`src/rtl/po_pad_pkg.sv`:
```
`default_nettype none
// ============================================================================
// Module      : po_pad_pkg
// Description : Shared types and constants for the GPOUT pad output driver:
//               sequencer state encoding, configuration chain length and the
//               bit positions of each configuration field.
// Revision    : 1.0 - initial release
// ============================================================================
package po_pad_pkg;

    // Configuration chain length
    localparam int CFG_W = 4;

    // Bit positions inside the configuration word
    localparam int CFG_REG_MODE = 0;   // 1 = pad data/OE taken from flops
    localparam int CFG_INVERT   = 1;   // invert fabric data
    localparam int CFG_PARK_VAL = 2;   // value driven while parking
    localparam int CFG_OE_FORCE = 3;   // force output enable on

    // Output-enable sequencer state; encoding 3 is unused and recovers to IDLE
    typedef enum logic [1:0] {
        ST_IDLE  = 2'd0,
        ST_DRIVE = 2'd1,
        ST_PARK  = 2'd2,
        ST_RSVD  = 2'd3
    } po_state_e;

endpackage : po_pad_pkg
`default_nettype wire

```
`src/rtl/po_pad_ccff_chain.sv`:
```
`default_nettype none
// ============================================================================
// Module      : po_pad_ccff_chain
// Description : Serial configuration shift register. Shifts towards the MSB
//               when enabled; the MSB is the serial output. No reset: the
//               contents change only by shifting.
// Revision    : 1.0 - initial release
// ============================================================================
module po_pad_ccff_chain #(
    parameter int WIDTH = 4
) (
    input  logic             clk,
    input  logic             i_en,
    input  logic             i_head,
    output logic             o_tail,
    output logic [WIDTH-1:0] o_cfg
);

    logic [WIDTH-1:0] r_cfg;

    // Shift a new bit in at the LSB whenever the chain is enabled
    always_ff @(posedge clk) begin
        if (i_en) begin
            r_cfg <= {r_cfg[WIDTH-2:0], i_head};
        end
    end

    assign o_tail = r_cfg[WIDTH-1];
    assign o_cfg  = r_cfg;

endmodule : po_pad_ccff_chain
`default_nettype wire

```
`src/rtl/po_pad_out_driver.sv`:
```
`default_nettype none
// ============================================================================
// Module      : po_pad_out_driver
// Description : Fabric-to-pad (F2A) output driver for one GPOUT pad. Holds a
//               scan-capable output flop, a 4-bit configuration chain and an
//               output-enable sequencer that parks the pad at a configured
//               value for PARK_CYC cycles before releasing it to high-Z.
//               Optional macro PO_PAD_SCAN_EN adds the scan mux on the output
//               flop and exposes it on po_pad_sc_out.
// Revision    : 1.0 - initial release
// ============================================================================
module po_pad_out_driver
    import po_pad_pkg::*;
#(
    parameter int PARK_CYC = 2,
    parameter int CFG_W    = po_pad_pkg::CFG_W
) (
    input  logic       po_pad_clk,
    input  logic       po_pad_reset,
    input  logic       SE,
    input  logic       ccff_en,
    input  logic       ccff_head,
    output logic       ccff_tail,
    input  logic       po_pad_f2a_i,
    input  logic       po_pad_oe_i,
    input  logic       po_pad_sc_in,
    output logic       po_pad_sc_out,
    output logic       gfpga_pad_poutput_extmode_F2A,
    output logic       gfpga_pad_poutput_extmode_OE,
    output logic [1:0] po_pad_state_o
);

    // Park counter only needs to hold PARK_CYC-1
    localparam int CNT_W = (PARK_CYC > 2) ? $clog2(PARK_CYC) : 1;
    localparam logic [CNT_W-1:0] c_CNT_LOAD = CNT_W'((PARK_CYC > 0) ? (PARK_CYC - 1) : 0);

    logic [CFG_W-1:0] w_cfg;
    logic             w_reg_mode;
    logic             w_invert;
    logic             w_park_val;
    logic             w_oe_force;

    logic             w_d;
    logic             w_q_next;
    logic             w_oe_req;
    logic             w_path;
    logic             w_oe_eff;
    logic             w_freeze;

    logic             r_q;
    logic             r_oe_q;

    po_state_e        r_state;
    po_state_e        w_state_next;
    logic [CNT_W-1:0] r_cnt;
    logic [CNT_W-1:0] w_cnt_next;

    logic             w_oe_moore;
    logic             w_f2a_moore;

    // ------------------------------------------------------------------
    // Configuration chain
    // ------------------------------------------------------------------
    po_pad_ccff_chain #(
        .WIDTH (CFG_W)
    ) u_ccff_chain (
        .clk    (po_pad_clk),
        .i_en   (ccff_en),
        .i_head (ccff_head),
        .o_tail (ccff_tail),
        .o_cfg  (w_cfg)
    );

    assign w_reg_mode = w_cfg[CFG_REG_MODE];
    assign w_invert   = w_cfg[CFG_INVERT];
    assign w_park_val = w_cfg[CFG_PARK_VAL];
    assign w_oe_force = w_cfg[CFG_OE_FORCE];

    // ------------------------------------------------------------------
    // Data path
    // ------------------------------------------------------------------
    assign w_d      = po_pad_f2a_i ^ w_invert;
    assign w_oe_req = po_pad_oe_i | w_oe_force;
    assign w_path   = w_reg_mode ? r_q    : w_d;
    assign w_oe_eff = w_reg_mode ? r_oe_q : w_oe_req;

    // Configuration shifting or scan both suspend normal pad operation
    assign w_freeze = ccff_en | SE;

`ifdef PO_PAD_SCAN_EN
    assign w_q_next      = SE ? po_pad_sc_in : w_d;
    assign po_pad_sc_out = r_q;
`else
    logic w_unused_sc_in;
    assign w_unused_sc_in = po_pad_sc_in;
    assign w_q_next       = w_d;
    assign po_pad_sc_out  = 1'b0;
`endif

    // Output data flop and registered output-enable; not affected by freeze
    always_ff @(posedge po_pad_clk) begin
        if (po_pad_reset) begin
            r_q    <= 1'b0;
            r_oe_q <= 1'b0;
        end else begin
            r_q    <= w_q_next;
            r_oe_q <= w_oe_req;
        end
    end

    // ------------------------------------------------------------------
    // Output-enable sequencer
    // ------------------------------------------------------------------

    // State and park counter; both hold while frozen, reset wins over freeze
    always_ff @(posedge po_pad_clk) begin
        if (po_pad_reset) begin
            r_state <= ST_IDLE;
            r_cnt   <= '0;
        end else if (!w_freeze) begin
            r_state <= w_state_next;
            r_cnt   <= w_cnt_next;
        end
    end

    // Next-state: re-enable during PARK takes priority over park expiry
    always_comb begin
        w_state_next = r_state;
        w_cnt_next   = r_cnt;
        case (r_state)
            ST_IDLE: begin
                if (w_oe_eff) begin
                    w_state_next = ST_DRIVE;
                end
            end
            ST_DRIVE: begin
                if (!w_oe_eff) begin
                    if (PARK_CYC == 0) begin
                        w_state_next = ST_IDLE;
                    end else begin
                        w_state_next = ST_PARK;
                        w_cnt_next   = c_CNT_LOAD;
                    end
                end
            end
            ST_PARK: begin
                if (w_oe_eff) begin
                    w_state_next = ST_DRIVE;
                end else if (r_cnt == '0) begin
                    w_state_next = ST_IDLE;
                end else begin
                    w_cnt_next = r_cnt - CNT_W'(1);
                end
            end
            default: begin
                w_state_next = ST_IDLE;
            end
        endcase
    end

    // Moore pad outputs, forced low while frozen
    always_comb begin
        w_oe_moore  = 1'b0;
        w_f2a_moore = 1'b0;
        case (r_state)
            ST_DRIVE: begin
                w_oe_moore  = 1'b1;
                w_f2a_moore = w_path;
            end
            ST_PARK: begin
                w_oe_moore  = 1'b1;
                w_f2a_moore = w_park_val;
            end
            default: begin
                w_oe_moore  = 1'b0;
                w_f2a_moore = 1'b0;
            end
        endcase
    end

    assign gfpga_pad_poutput_extmode_OE  = w_oe_moore  & ~w_freeze;
    assign gfpga_pad_poutput_extmode_F2A = w_f2a_moore & ~w_freeze;
    assign po_pad_state_o                = r_state;

endmodule : po_pad_out_driver
`default_nettype wire

```
`config.mk`:
```
export PLATFORM = sky130hd
export DESIGN_NAME = po_pad_out_driver
export DESIGN_NICKNAME = d
export VERILOG_FILES = /design/src/rtl/po_pad_pkg.sv /design/src/rtl/po_pad_ccff_chain.sv /design/src/rtl/po_pad_out_driver.sv
export SDC_FILE = /design/constraint.sdc
export NUM_CORES = 1
export LEC_CHECK = 0
export CAP_MARGIN = 15
export CORE_AREA = 10 10 47 49
export DETAILED_ROUTE_END_ITERATION = 6
export DIE_AREA = 0 0 57 59
export PLACE_DENSITY_LB_ADDON = 0.15
export SKIP_LAST_GASP = 1
export SYNTH_ARGS = -nofsm -noshare
export SYNTH_HDL_FRONTEND = slang
export SYNTH_SLANG_ARGS = --single-unit
```
`constraint.sdc`:
```
create_clock -name po_pad_clk -period 1.5 [get_ports po_pad_clk]
set_input_delay 0.375 -clock po_pad_clk [delete_from_list [all_inputs] [get_ports po_pad_clk]]
set_output_delay 0.375 -clock po_pad_clk [all_outputs]
set_load 0.03 [all_outputs]
```
* Word level (Yosys, flattened, before mapping)
Index checks and enable logic that the tools add are counted.
Storage, ports and cells: register bits 9, bits in latches 0, RAM bits 0, bits in read-only memories 0, input port bits 8, logic and storage cells 36, memories 0
Cells by class: add/subtract/negate cells 1, multipliers 0, divide/modulo/power cells 0, magnitude comparators 0, equality and inequality tests 6, shift-type cells 0, muxes and demuxes 13, bitwise operators 6, reductions and logical operators 5
Operator list (count):
- 2-to-1 mux 2 bit | 4
- AND reduction 4 bit | 2
- 2-to-1 mux 1 bit | 6
- inequality test 2 bit (second input constant) | 3
- one-hot mux 2 bit (3 select lines) | 1
- one-hot mux 1 bit (2 select lines) | 2
- inequality test 3 bit (second input constant) | 1
- AND 1 bit | 2
- equality test 2 x 1 -> 1 bit (second input constant) | 1
- equality test 2 bit (second input constant) | 1
- logical NOT 2 bit | 1
- OR 1 bit | 2
- nonzero test 2 bit | 1
- OR reduction 2 bit | 1
- NOT 1 bit | 1
- subtractor 1 bit (second input constant) | 1
- XOR 1 bit | 1

* Depth between registers and ports, before layout
Gate-level depths: netlist of run 1.
word-level depth 4, gate-level depth with buffers 6

* Modules after synthesis
A second synthesis of run 1 with hierarchy kept.
Unflattened totals: cell total of the unflattened synthesis 46, area total of the unflattened synthesis 474.2 um2
By module, submodules not included:
- po_pad_out_driver | times used 1, cells each 41, area an instance 346.6 um2
- po_pad_ccff_chain | times used 1, cells each 5, area an instance 127.6 um2

* Least setup slack after synthesis of run 1
Ideal clock, no wire load.
kind flip-flop to output port, from reg r_state[1] (netlist: po_pad_state_o[1]), to out gfpga_pad_poutput_extmode_F2A, data arrival time 1.755 ns, setup slack -0.630 ns, stages on the path, launching flop included 5, path buffers 0, cell sequence dfxtp_1 -> inv_1 -> ha_1 -> and2_1 -> nor2b_1
Between the ends: cells in the longest elaborated chain, start to end 3, elaborated cells on any way between the ends 4
RTL lines:
- start, declared | RTL line po_pad_out_driver.sv:53 | po_state_e r_state;
- start signal, assigned | RTL line po_pad_out_driver.sv:121 | r_state <= w_state_next;
- equality test 2 bit / equality test 2 x 1 -> 1 bit (equally long branches) | RTL line po_pad_out_driver.sv:165 | case (r_state)
- one-hot mux 1 bit (2 select lines) * | RTL line po_pad_out_driver.sv:165
- AND 1 bit * | RTL line po_pad_out_driver.sv:182 | assign gfpga_pad_poutput_extmode_F2A = w_f2a_moore & ~w_freeze;
- end, declared | RTL line po_pad_out_driver.sv:28 | output logic gfpga_pad_poutput_extmode_F2A,
Mark *: on every way between the ends. The rest lies on a longest branch, timed or not.

* Worst setup path after layout of run 1
from reg r_state[0] (netlist: po_pad_state_o[0]), to out gfpga_pad_poutput_extmode_F2A
Same word-level chain as after synthesis.

==> results of run 1 <==
## metrics by stage
stage / power [mW] / area [sq um] / hold WS, ns / setup WS (ns)
floorplan: 0.342 / 483 / 0.427 / -0.153
global placement: 0.404 / 666 / 0.446 / -0.470
detailed placement: 0.405 / 666 / 0.456 / -0.460
CTS: 0.616 / 752 / 0.477 / -0.217
global route: 0.651 / 781 / 0.514 / -0.273
finish: 0.610 / 781 / 0.485 / -0.205
## area by class of cell
class                           count  area [sq um]  share of cell area [%]
Clock buffer                        4          26.3                    3.37
Inverter                            2          10.0                    1.28
Multi-Input combinational cell     33           297                    38.0
Sequential cell                     9           228                    29.2
Tap cell                           16          20.0                    2.56
Timing Repair Buffer               24           200                    25.6
## cell families after synthesis
group / after synthesis / share of synthesized area, %
AND/OR/NAND/NOR: 16 / 19.6
AO/OA/AOI/OAI: 9 / 12.1
flip-flops: 9 / 47.2
adder cells (fa/ha/maj): 4 / 10.7
buffers and inverters: 3 / 3.22
multiplexers: 2 / 4.56
other: 1 / 0.804
XOR/XNOR: 1 / 1.88
## worst max-delay path: stages, from the launching register on
cell     delay (ns)
dfxtp_4        0.38
inv_4          0.05
ha_4           0.25
and2_4         0.13
nor2b_4        0.13
buf_6          0.13
## metal layers
layer / share of wire [%] / up-vias / GRT usage, %
met4: 0.44 / 0 / 3.02
met5: 0 / - / 0
met1: 46 / 213 / 8.47
met3: 7.0 / 2 / 3.22
met2: 46 / 16 / 12.4
li1: - / 215 / -
## state kept, by name, indices dropped and copies added (netlist names)
signal,cells
u_ccff_chain.o_cfg,4
po_pad_state_o,2
r_cnt,1
r_oe_q,1
r_q,1
## cells in the final DEF (no fill, tap or decap), types with 2 or more instances in the layout
master / netlist / layout
dfxtp_1: 5 / 3
clkbuf_4: 0 / 3
buf_4: 1 / 14
ha_4: 0 / 2
dfxtp_4: 0 / 2
a31oi_1: 2 / 2
nor2_1: 6 / 5
dlygate4sd2_1: 0 / 6
buf_6: 0 / 2
clkdlybuf4s50_1: 0 / 2
edfxtp_1: 4 / 4
nand2_1: 2 / 2
## power by group
group | switching, mW | total [mW] | internal, mW | leakage (nW)
Sequential | 0.0129 | 0.284 | 0.271 | 0.0817
Clock | 0.0835 | 0.186 | 0.102 | 0.0150
Combinational | 0.0658 | 0.140 | 0.0742 | 0.234
## final timing paths
| path | start | end | slack, ns | depth (start not counted) |
|---|---|---|---|---|
| setup reg to reg | po_pad_state_o[1]$_SDFFE_PP0P_ | po_pad_state_o[0]$_SDFFE_PP0P_ | -0.06 | 5 |
| setup / recovery | po_pad_state_o[0]$_SDFFE_PP0P_ | gfpga_pad_poutput_extmode_F2A | -0.20 | 5 |
| hold / removal | po_pad_oe_i | r_oe_q$_SDFF_PP0_ | 0.48 | 3 |
| hold reg to reg | u_ccff_chain.o_cfg[2]$_DFFE_PP_ | u_ccff_chain.o_cfg[3]$_DFFE_PP_ | 0.49 | 0 |
## what timing repair did
item / 4_1_cts / 5_1_grt
gates cloned: 0 / 0
pin swaps: 4 / 1
gates resized for setup: 19 / 4
endpoints found under the setup margin: 6 / 5
setup buffers: 2 / 2
==> run_results.csv, run 1 <==
group,metric,value,unit
outcome,outcome,"complete, but fails checks",
outcome,violations,"negative setup slack",
route,wl,1.14,mm
synth,synth-edff-count,4,
placed_design,place_inst,80,
clock_tree,cts_inserted_buffers,3,
floorplan,initial_core_util,33.3,%
global_route,grt_pass1_vias,471,
global_route,gr-total-overflow,0,
clock_tree,cts_root_buf,"clkbuf_4",
floorplan,io_pins,14,
power_and_ir_drop,vdd_drop_max,410,uV
floorplan,die_x,57,um
timing,tns,-0.442,ns
placed_design,portBuffers,11,
global_route,grtUsageTotal,7.57,%
floorplan,fp.dieH,59,um
clock_tree,clkSinkCount,9,
power_and_ir_drop,powerDensity,781,nW/um^2
clock_tree,cts_buffer_depth,2,
global_route,grt_pass1_wl,2.08,mm
timing,period_share,114,%
synth,yosysWarnings,0,
floorplan,die_area,3360,sq um
clock_tree,cts.clk_slew.worst_paths,0.06,ns
final_layout,finalNetCount,85,
worst_setup_path,cp-start-kind,"flop",
worst_setup_path,crit_type,"flop to output port",
synth,syn-mean-instance-area,10.4,sq um
synth,synth_top_area_cell,"edfxtp_1",
synth,synthFlopType,"dfxtp_1",
worst_setup_path,cp_max_fo,4,
synth,yosys_register_bits,9,
worst_setup_path,end_kind,"output port",
floorplan,coreArea,1400,sq um
global_route,antenna_found_initial,0,
power_and_ir_drop,leakage,0.331,nW
synth,yosys.area.top_type_share,25.7,%
timing,fin_crit,1.70,ns
timing,hold_viol_final,0,
clock_tree,clk_latency,0.26,ns
run,maxCapViolations,0,
floorplan,row_count,14,
clock_tree,h-tree-depth,1,
route,ant_nets,0,
synth,netlist_instances,45,
route,first_pass_iters,4,
synth,synth_nets,57,
synth,yosysMostFrequentCell,"nor2_1",
worst_setup_path,required,1.12,ns
route,initialDrtViolationCount,6,
final_layout,syn_to_final_growth,67.3,%
final_layout,nFillCells,135,
timing,setup-violations-final,3,
worst_hold_path,hold_class,"input port to flop",
timing,fmax,0.587,GHz
timing,fin_ws,-0.205,ns
synth,netlist_top_cells_count,"6 x nor2_1, 5 x dfxtp_1, 4 x edfxtp_1, 4 x ha_1",
timing,rsz0062_at_grt,"yes",
final_layout,antennaDiodeCount,0,
synth,synthTopCellsByArea,"edfxtp_1 26%, dfxtp_1 21%, ha_1 11%",
placed_design,place_hpwl,899,um
route,num_vias,446,
route,drcViolationCount,0,
route,vias_per_cell,5.07,
synth,async_flop_share,0,%
synth,synth_cell_types,25,
timing,drv_slew,0,
clock_tree,hold_buffers,0,
clock_tree,cts_tree,"yes",
final_layout,final-instance-count-excl-fill,88,
synth,synth_area,467,sq um
global_route,grt_max_degree,7,
route,post_drt_wl_per_cell,13.0,um
timing,finClkSkew,0.00591,ns
placed_design,place.gp.congestion,0.737,
final_layout,utilization,55.7,%
final_layout,drive_gt1_share,50.0,%
worst_setup_path,cp.arrival,1.33,ns
synth,ys_seq_area_share,47.2,%
Note: power is estimated with default switching activity, not from simulation.
==> inputs of run 2 (changes only) <==
--- a/config.mk
+++ b/config.mk
@@ -6,9 +6,10 @@
 export NUM_CORES = 1
 export LEC_CHECK = 0
 export CAP_MARGIN = 15
-export CORE_AREA = 10 10 47 49
+export CORE_AREA = 10 10 51 53
+export CTS_CLUSTER_DIAMETER = 120
 export DETAILED_ROUTE_END_ITERATION = 6
-export DIE_AREA = 0 0 57 59
+export DIE_AREA = 0 0 61 63
 export PLACE_DENSITY_LB_ADDON = 0.15
 export SKIP_LAST_GASP = 1
 export SYNTH_ARGS = -nofsm -noshare
==> constraint.sdc (replaced) <==
create_clock -name po_pad_clk -period 1.9 [get_ports po_pad_clk]
set_input_delay 0.475 -clock po_pad_clk [delete_from_list [all_inputs] [get_ports po_pad_clk]]
set_output_delay 0.475 -clock po_pad_clk [all_outputs]
set_load 0.03 [all_outputs]
==> run 2 against run 1 <==
Against the previous run: the run now ends clean; clock skew fell by 0.0031 ns; non-clock buffer count fell by 7; wire length fell by 9.4%; largest cell class unchanged; largest power group unchanged.
==> run_results.csv, run 2 (same netlist as run 1, synthesis figures left out) <==
group,metric,value,unit
clock_tree,cts_buffer_depth,2,
global_route,groute.layer.met1.usage,7.48,%
global_route,gr-total-overflow,0,
final_layout,final_cell_mix,"7 x buf_4, 6 x clkdlybuf4s50_1, 5 x nor2_1",
power_and_ir_drop,seqPwrFrac,48.0,%
power_and_ir_drop,pwr-share-comb,19.6,%
final_layout,seqCellArea,228,sq um
floorplan,die_x,61,um
global_route,grt_max_degree,7,
clock_tree,h-tree-depth,1,
route,wl,1.04,mm
clock_tree,cts.clk_slew.worst_paths,0.07,ns
route,first_pass_iters,2,
timing,fin_crit,1.87,ns
timing,rsz0062_at_grt,"yes",
final_layout,largest_reg_flops,4,
timing,hold_viol_final,0,
final_layout,antennaDiodeCount,0,
timing,whs,0.488,ns
clock_tree,cts_root_buf,"clkbuf_4",
floorplan,fp.dieH,63,um
global_route,use_met2,8.04,%
final_layout,multi_input_area,259,sq um
timing,fin_ws,0.0338,ns
worst_hold_path,hold_class,"flop to flop",
timing,drv_slew,0,
floorplan,coreArea,1650,sq um
global_route,grtUsageTotal,6.07,%
placed_design,placed_area,633,sq um
global_route,grt_busiest_layer,"met2",
global_route,grt_pass1_vias,403,
timing,setup-violations-final,0,
floorplan,initial_core_util,28.3,%
final_layout,syn_to_final_growth,48.5,%
route,drcViolationCount,0,
route,ant_nets,0,
floorplan,row_count,15,
route,post_drt_wl_per_cell,12.6,um
worst_setup_path,cp-start-kind,"input port",
clock_tree,hold_buffers,0,
power_and_ir_drop,leakage,0.285,nW
power_and_ir_drop,powerDensity,667,nW/um^2
placed_design,portBuffers,11,
route,num_vias,378,
power_and_ir_drop,p_int,338,uW
worst_setup_path,end_kind,"output port",
outcome,outcome,"completed",
final_layout,final-instance-count-excl-fill,82,
placed_design,place_hpwl,863,um
global_route,grt_pass1_wl,1.77,mm
worst_setup_path,cp.arrival,1.39,ns
placed_design,place.gp.congestion,0.737,
clock_tree,cts_inserted_buffers,3,
worst_setup_path,crit_type,"input port to output port",
power_and_ir_drop,vdd_drop_max,416,uV
final_layout,final_common_cell,"buf_4",
timing,period_share,98.2,%
clock_tree,clk_latency,0.26,ns
global_route,antenna_found_initial,0,
global_route,grt_use_met3,3.86,%
final_layout,drive_gt1_share,36.9,%
final_layout,stdcell_area,693,sq um
clock_tree,cts_tree,"yes",
final_layout,finalNetCount,78,
final_layout,nFillCells,169,
floorplan,io_pins,14,
route,initialDrtViolationCount,9,
final_layout,utilization,42.0,%
timing,tns,0,ns
power_and_ir_drop,p_switching,125,uW
clock_tree,clkSinkCount,9,
power_and_ir_drop,power,463,uW
worst_setup_path,required,1.42,ns
timing,finClkSkew,0.00280,ns
floorplan,die_area,3840,sq um
run,maxCapViolations,0,
timing,fmax,0.536,GHz
power_and_ir_drop,sw_frac_of_total,27.0,%
placed_design,place_worst_setup_slack,-0.269,ns
placed_design,place_inst,77,
route,vias_per_cell,4.61,
power_and_ir_drop,p_clk_share,32.4,%
worst_setup_path,cp_max_fo,2,
[run 2: cell count changes in the layout (fill, tap and decap cells not counted), sizes merged]
cell | previous run | this run
buf | 16 | 8
clkbuf | 4 | 3
clkdlybuf4s50 | 2 | 6
clkinv | 0 | 1
dlygate4sd2 | 6 | 3
[run 2: worst max-delay path, stage by stage]
cell and delay (ns):
dlygate4sd2_1 0.25, xnor2_2 0.18, o21ai_1 0.08, a22oi_2 0.20
nor2b_4 0.06, buf_6 0.13
[run 2: final timing paths]
kind                              startpoint                               to  depth (start not counted)  slack (ns)
min reg2reg  u_ccff_chain.o_cfg[2]$_DFFE_PP_  u_ccff_chain.o_cfg[3]$_DFFE_PP_                          0        0.49
max                             po_pad_f2a_i    gfpga_pad_poutput_extmode_F2A                          6        0.03
max reg2reg   po_pad_state_o[1]$_SDFFE_PP0P_   po_pad_state_o[0]$_SDFFE_PP0P_                          5        0.26
min          u_ccff_chain.o_cfg[2]$_DFFE_PP_  u_ccff_chain.o_cfg[3]$_DFFE_PP_                          0        0.49
[run 2: final cells by class]
cell class	instances	share of cell area [%]
multi-input cells	33	37.4
flip-flops and latches	9	32.9
repair buffers	17	21.7
clock buffers	3	3.25
well taps	17	3.07
inverters	2	1.08
clock inverters	1	0.722
[run 2: timing repair]
item,4_1_cts,5_1_grt
gates cloned,0,0
endpoints found under the setup margin,2,1
resized for setup,9,4
hold endpoints to repair,0,0
pin swaps,2,3
setup buffers,0,1
[run 2: metal layers]
metal  share of wire (%)  vias to the layer above
li1                    -                      198
met1                  46                      169
met2                  42                        9
met3                  10                        2
met4                0.77                        0
met5                   0                        -
[run 2: power groups by stage]
stage | registers, mW | logic (mW) | clock network (mW)
floorplan | 0.232 | 0.0394 | 0
global placement | 0.227 | 0.0852 | 0
detailed placement | 0.228 | 0.0854 | 0
CTS | 0.224 | 0.0882 | 0.158
global route | 0.224 | 0.101 | 0.168
finish | 0.222 | 0.0906 | 0.150
